--- config.mk ---
export PLATFORM = sky130hd
export DESIGN_NAME = uart_tx_fifo_flat
export DESIGN_NICKNAME = d
export VERILOG_FILES = /design/src/rtl/uart_tx_fifo_if.sv /design/src/rtl/uart_tx_fifo.sv /design/src/flat_wrapper.sv
export SDC_FILE = /design/constraint.sdc
export NUM_CORES = 1
export LEC_CHECK = 0
export CAP_MARGIN = 20
export CORE_MARGIN = 8
export CORE_UTILIZATION = 45
export CTS_BUF_LIST = sky130_fd_sc_hd__clkbuf_8
export CTS_CLUSTER_SIZE = 8
export DETAILED_ROUTE_END_ITERATION = 16
export DONT_BUFFER_PORTS = 1
export PLACE_DENSITY = 0.63
export SLEW_MARGIN = 20
export SYNTH_ARGS = -nofsm -noshare
export SYNTH_HDL_FRONTEND = slang
export SYNTH_SLANG_ARGS = --single-unit
--- constraint.sdc ---
create_clock -name clk -period 3.76 [get_ports clk]
set_clock_uncertainty 0.15 [all_clocks]
set_input_delay 0.188 -clock clk [delete_from_list [all_inputs] [get_ports clk]]
set_output_delay 0.188 -clock clk [all_outputs]
set_load 0.005 [all_outputs]
--- src/rtl/uart_tx_fifo_if.sv ---
// Byte-write side and transmitter handshake of the UART TX FIFO, bundled with
// producer (master) and FIFO (slave) views.
interface uart_tx_fifo_if #(
  parameter int DEPTH_LOG2 = 4
);
  logic                  wr_en;
  logic [7:0]            wr_data;
  logic                  full;
  logic                  empty;
  logic [DEPTH_LOG2:0]   level;
  logic                  tx_ready;
  logic [7:0]            tx_data;
  logic                  tx_start;
  logic                  ovf;
  logic                  ovf_clr;

  modport master (
    output wr_en, wr_data, tx_ready, ovf_clr,
    input  full, empty, level, tx_data, tx_start, ovf
  );

  modport slave (
    input  wr_en, wr_data, tx_ready, ovf_clr,
    output full, empty, level, tx_data, tx_start, ovf
  );
endinterface

--- src/rtl/uart_tx_fifo.sv ---
// Circular byte FIFO feeding the UART transmitter through a data/start/ready handshake.
// Define UART_TX_FIFO_OVF_EN to enable the sticky overflow flag (ovf/ovf_clr).
module uart_tx_fifo #(
  parameter int DEPTH_LOG2 = 4
) (
  input  logic           clk,
  input  logic           rst_n,
  uart_tx_fifo_if.slave  bus
);

  localparam int DEPTH = 1 << DEPTH_LOG2;
  localparam logic [DEPTH_LOG2:0] FULL_LVL = {1'b1, {DEPTH_LOG2{1'b0}}};

  typedef enum logic [1:0] {
    IDLE   = 2'd0,
    LAUNCH = 2'd1,
    BUSY   = 2'd2
  } state_e;

  state_e                state_q, state_d;
  logic [7:0]            mem_q [DEPTH];
  logic [DEPTH_LOG2-1:0] wr_ptr_q, wr_ptr_d;
  logic [DEPTH_LOG2-1:0] rd_ptr_q, rd_ptr_d;
  logic [DEPTH_LOG2:0]   level_q, level_d;
  logic                  full_q, full_d;
  logic                  empty_q, empty_d;
  logic                  tx_start_q, tx_start_d;
  logic [7:0]            tx_data_q, tx_data_d;
  logic                  ovf_q, ovf_d;
  logic                  wr_accept;
  logic                  pop;

  // Full is the registered pre-edge flag, so a same-cycle pop never frees room.
  assign wr_accept = bus.wr_en && !full_q;
  assign pop       = (state_q == IDLE) && !empty_q && bus.tx_ready;

  always_comb begin
    state_d    = state_q;
    tx_start_d = 1'b0;
    case (state_q)
      IDLE: begin
        if (pop) begin
          state_d    = LAUNCH;
          tx_start_d = 1'b1;
        end
      end
      LAUNCH: state_d = BUSY;
      BUSY: begin
        if (bus.tx_ready) state_d = IDLE;
      end
      default: state_d = IDLE;
    endcase
  end

  always_comb begin
    wr_ptr_d  = wr_ptr_q;
    rd_ptr_d  = rd_ptr_q;
    level_d   = level_q;
    tx_data_d = tx_data_q;
    if (wr_accept) wr_ptr_d = wr_ptr_q + 1'b1;
    if (pop) begin
      rd_ptr_d  = rd_ptr_q + 1'b1;
      tx_data_d = mem_q[rd_ptr_q];
    end
    case ({wr_accept, pop})
      2'b10:   level_d = level_q + 1'b1;
      2'b01:   level_d = level_q - 1'b1;
      default: level_d = level_q;
    endcase
    full_d  = (level_d == FULL_LVL);
    empty_d = (level_d == '0);
  end

`ifdef UART_TX_FIFO_OVF_EN
  // Set takes priority so an overflow coinciding with a clear is not lost.
  always_comb begin
    ovf_d = ovf_q;
    if (bus.ovf_clr) ovf_d = 1'b0;
    if (bus.wr_en && full_q) ovf_d = 1'b1;
  end
`else
  logic unused_ovf_clr;
  assign unused_ovf_clr = bus.ovf_clr;

  always_comb begin
    ovf_d = 1'b0;
  end
`endif

  always_ff @(posedge clk or negedge rst_n) begin
    if (!rst_n) begin
      state_q    <= IDLE;
      wr_ptr_q   <= '0;
      rd_ptr_q   <= '0;
      level_q    <= '0;
      full_q     <= 1'b0;
      empty_q    <= 1'b1;
      tx_start_q <= 1'b0;
      tx_data_q  <= 8'h00;
      ovf_q      <= 1'b0;
    end else begin
      state_q    <= state_d;
      wr_ptr_q   <= wr_ptr_d;
      rd_ptr_q   <= rd_ptr_d;
      level_q    <= level_d;
      full_q     <= full_d;
      empty_q    <= empty_d;
      tx_start_q <= tx_start_d;
      tx_data_q  <= tx_data_d;
      ovf_q      <= ovf_d;
    end
  end

  // Storage carries no reset; only the pointers define what is valid.
  always_ff @(posedge clk) begin
    if (wr_accept) mem_q[wr_ptr_q] <= bus.wr_data;
  end

  assign bus.full     = full_q;
  assign bus.empty    = empty_q;
  assign bus.level    = level_q;
  assign bus.tx_data  = tx_data_q;
  assign bus.tx_start = tx_start_q;
  assign bus.ovf      = ovf_q;

endmodule

--- src/flat_wrapper.sv ---
// flat-port wrapper written by rule: the top's interface ports become plain ports
module uart_tx_fifo_flat 
#(
  parameter int DEPTH_LOG2 = 4
)
  (clk, rst_n, bus_wr_en, bus_wr_data, bus_tx_ready, bus_ovf_clr, bus_full, bus_empty, bus_level, bus_tx_data, bus_tx_start, bus_ovf);
  uart_tx_fifo_if #(.DEPTH_LOG2(DEPTH_LOG2)) bus_i ();
  input  logic clk;
  input  logic rst_n;
  input wire logic [$bits(bus_i.wr_en)-1:0] bus_wr_en;
  input wire logic [$bits(bus_i.wr_data)-1:0] bus_wr_data;
  input wire logic [$bits(bus_i.tx_ready)-1:0] bus_tx_ready;
  input wire logic [$bits(bus_i.ovf_clr)-1:0] bus_ovf_clr;
  output wire logic [$bits(bus_i.full)-1:0] bus_full;
  output wire logic [$bits(bus_i.empty)-1:0] bus_empty;
  output wire logic [$bits(bus_i.level)-1:0] bus_level;
  output wire logic [$bits(bus_i.tx_data)-1:0] bus_tx_data;
  output wire logic [$bits(bus_i.tx_start)-1:0] bus_tx_start;
  output wire logic [$bits(bus_i.ovf)-1:0] bus_ovf;
  assign bus_i.wr_en = bus_wr_en;
  assign bus_i.wr_data = bus_wr_data;
  assign bus_i.tx_ready = bus_tx_ready;
  assign bus_i.ovf_clr = bus_ovf_clr;
  assign bus_full = bus_i.full;
  assign bus_empty = bus_i.empty;
  assign bus_level = bus_i.level;
  assign bus_tx_data = bus_i.tx_data;
  assign bus_tx_start = bus_i.tx_start;
  assign bus_ovf = bus_i.ovf;
  uart_tx_fifo #(.DEPTH_LOG2(DEPTH_LOG2)) u_core (.clk(clk), .rst_n(rst_n), .bus(bus_i));
endmodule
==> metrics <==
run status=finished clean; remaining number of nets flagged by the antenna check after routing=0; placeable core area=13700 µm²; cell types occupying the most area after synthesis=sky130_fd_sc_hd__edfxtp_1, sky130_fd_sc_hd__mux4_2, sky130_fd_sc_hd__dfrtp_1, sky130_fd_sc_hd__nand2_1, sky130_fd_sc_hd__and2_1; critical path required time=3.99 ns; transition time of the tightest slew-check pin=0.631 ns; initial antenna violation count=1; number of buffers inserted by hold repair at cts=12; count of input and output buffers=0; RSZ-0062 raised after global routing=false; total congestion overflow after global routing=0; Die X=134 µm; multi-input combinational cell area=1640 µm²; number of nets in the final layout=370; FF-to-FF setup slack=0.79 ns; clk sinks=154; P&R area growth vs syn=10.4%; die height=134 µm; number of top-level design ports=30; met2 Track Usage GR=0.204; count of final setup violators=0; Gate Count Post-Synth=333; number of iterations in the first detailed-routing pass=4; cell taking the most area after synthesis=sky130_fd_sc_hd__edfxtp_1; clock tree from TritonCTS=done; routed via count divided by cell count=5.52; headroom to the max-slew limit=0.579; final estimated routing congestion in global placement=0.789; clock tree root buffer cell=sky130_fd_sc_hd__clkbuf_8; share of flip-flops with an asynchronous set or reset after synthesis=0.169; layer with the highest usage=met2; Syn Std Cell Area=6260 µm²; post-cts sizing count=0; Clock transition at path regs=0.08 ns; critical path start-end classification=flip-flop to flip-flop; sequential cell area=4500 µm²; number of rows in the core area=43; largest fanout of any net on the critical path=16; worst endpoint data arrival time=3.20 ns; Total GRT Usage=0.141; global-route wire length before repair=18.4 mm; number of clock buffers inserted by TritonCTS=17; yosys synthesis warning count=0; kind of end point of the critical path=flip-flop; Clock H-tree levels=4; max-cap violations=0; count of state elements after synthesis=154; Setup crit start kind=flip-flop; Clk Latency, worst-skew pair=0.44 ns; Net Count, Synth=354; final routed DRC violation total=0; Routed WL per cell=21.9 µm; layout cell share with drive strength beyond 1=0.224; number of flops mapped to enable cells by yosys=128; Final Critical Period=2.97 ns; number of global-route vias before repair=2973; path depth of the worst reg2reg path=10; global routing met3 resource utilization=0.0430; post-placement cell area=6440 µm²; detailed placer's ending HPWL=7.59 mm; routing usage on met1=0.194; number of DRC violations after detailed-routing iteration 0=242; total power=4930 µW; pwr dens=714 nW/µm²; Peak Freq=0.337 GHz; count of final hold-check violations=0; primary flip-flop cell chosen by synthesis mapping=sky130_fd_sc_hd__edfxtp_1; Total Routed Length=11.9 mm; Die ar.=17900 µm²; total number of vias=2994; Max VDD drop=0.309 mV; Hold Crit Depth=3; area share of the largest cell type after synthesis=0.614; hold crit path type=input pin to flip-flop; setup TNS=0 ns; maximum count of clock buffers along a single path=2; final max-slew violation count=0; number of setup buffers added after CTS=0; fraction of the cycle the final worst path needs=0.790; Filler cells=1128; Cell variety after synth=41; post-route cell area=6910 µm²; largest net degree at the start of global routing=36; share of the yosys chip area belonging to registers=0.719; synthesized area divided by synthesized cell count=18.8 µm²; Initial Utilization=0.456; leakage=0.00237 µW; Final Util=0.504
layout make-up:
type	count	area share
antenna	1	0.000362
clock buffer	17	0.0339
clock inverter	14	0.0134
inverter	8	0.00507
multi-input combinational	152	0.237
sequential	154	0.651
tap	180	0.0326
timing repair buffer	16	0.0264
worst paths after layout:
| kind | from | to |
|---|---|---|
| setup / recovery | u_core.state_q[0] | u_core.bus.empty |
| hold / removal | bus_wr_en | u_core.wr_ptr_q[0] |
| setup reg to reg | u_core.state_q[0] | u_core.bus.empty |
| hold reg to reg | u_core.bus.tx_data[2] | u_core.bus.tx_data[2] |
| max in group asynchronous | rst_n | u_core.rd_ptr_q[0] |
| min in group asynchronous | rst_n | u_core.bus.level[3] |
per-stage QoR:
| stage | setup WS [ns] | hold WS, ns | cells |
|---|---|---|---|
| floorplan | 0.836 | -0.258 | 333 |
| global placement | 0.864 | -0.257 | 498 |
| detailed placement | 0.811 | -0.257 | 498 |
| CTS | 0.779 | 0.0000707 | 541 |
| global route | 0.574 | 0.0636 | 542 |
| finish | 0.791 | 0.0270 | 542 |
synth_stat cells, types with 3 or more instances:
cell                         n
sky130_fd_sc_hd__nor3_1      3
sky130_fd_sc_hd__inv_1       7
sky130_fd_sc_hd__edfxtp_1  128
sky130_fd_sc_hd__a21oi_1     4
sky130_fd_sc_hd__nand4_1     3
sky130_fd_sc_hd__a21o_1      3
sky130_fd_sc_hd__ha_1        8
sky130_fd_sc_hd__nor3b_1     3
sky130_fd_sc_hd__nand2_1    34
sky130_fd_sc_hd__nor2_1      5
sky130_fd_sc_hd__o211ai_1    3
sky130_fd_sc_hd__dfrtp_1    25
sky130_fd_sc_hd__and2_1     16
sky130_fd_sc_hd__clkbuf_1   14
sky130_fd_sc_hd__xnor2_1     8
sky130_fd_sc_hd__mux4_2     40
sky130_fd_sc_hd__buf_2       3
state kept, by name, summed over array words and instances (netlist names):
signal	flops
u_core.bus.empty	1
u_core.bus.tx_data	8
u_core.wr_ptr_q	4
u_core.bus.tx_start	1
u_core.state_q	2
u_core.bus.full	1
u_core.rd_ptr_q	4
u_core.mem_q	128
u_core.bus.level	5
power breakdown:
part           switching [µW]  total (µW)  internal [µW]
Combinational             770        1530            757
Clock                     562        1060            497
Sequential                219        2350           2130
Total                    1550        4930           3380
logic make-up (layout without fill, tap and decap cells):
| kind of cell | Yosys count | in the layout | share of synthesized area |
|---|---|---|---|
| compound gates | 20 | 20 | 0.0254 |
| mux | 42 | 42 | 0.148 |
| xor+xnor | 9 | 9 | 0.0126 |
| fa+ha+maj | 8 | 8 | 0.0160 |
| flops | 154 | 154 | 0.719 |
| buf+inv | 27 | 55 | 0.0194 |
| simple gates | 72 | 72 | 0.0598 |
| other cells | 1 | 2 | 0.000599 |
worst max-delay path, cell delays in order, from the launching register on:
cell,delay (ns)
sky130_fd_sc_hd__dfrtp_1,0.39
sky130_fd_sc_hd__or4b_1,0.60
sky130_fd_sc_hd__clkinv_4,0.15
sky130_fd_sc_hd__nand2_1,0.15
sky130_fd_sc_hd__xnor2_1,0.17
sky130_fd_sc_hd__ha_1,0.24
sky130_fd_sc_hd__a21oi_1,0.20
sky130_fd_sc_hd__nor3_1,0.09
sky130_fd_sc_hd__o311ai_0,0.33
sky130_fd_sc_hd__o21bai_1,0.15
sky130_fd_sc_hd__and4bb_1,0.29
placed cells by master, fill, tap and decap left out, types with 4 or more instances in the layout:
cell type	Yosys	layout
sky130_fd_sc_hd__edfxtp_1	128	128
sky130_fd_sc_hd__dfrtp_1	25	24
sky130_fd_sc_hd__ha_1	8	8
sky130_fd_sc_hd__xnor2_1	8	8
sky130_fd_sc_hd__clkbuf_8	0	17
sky130_fd_sc_hd__nor2_1	5	5
sky130_fd_sc_hd__clkinv_2	0	5
sky130_fd_sc_hd__nand2_1	34	34
sky130_fd_sc_hd__and2_1	16	16
sky130_fd_sc_hd__a21oi_1	4	4
sky130_fd_sc_hd__inv_1	7	10
sky130_fd_sc_hd__dlygate4sd3_1	0	10
sky130_fd_sc_hd__mux4_2	40	40
metal layers:
| metal | part of all wire | vias up |
|---|---|---|
| met2 | 0.46 | 62 |
| met1 | 0.46 | 1583 |
| li1 | - | 1332 |
| met5 | 0 | - |
| met4 | 0.017 | 0 |
| met3 | 0.061 | 17 |
Note: power is estimated with default switching activity, not from simulation.
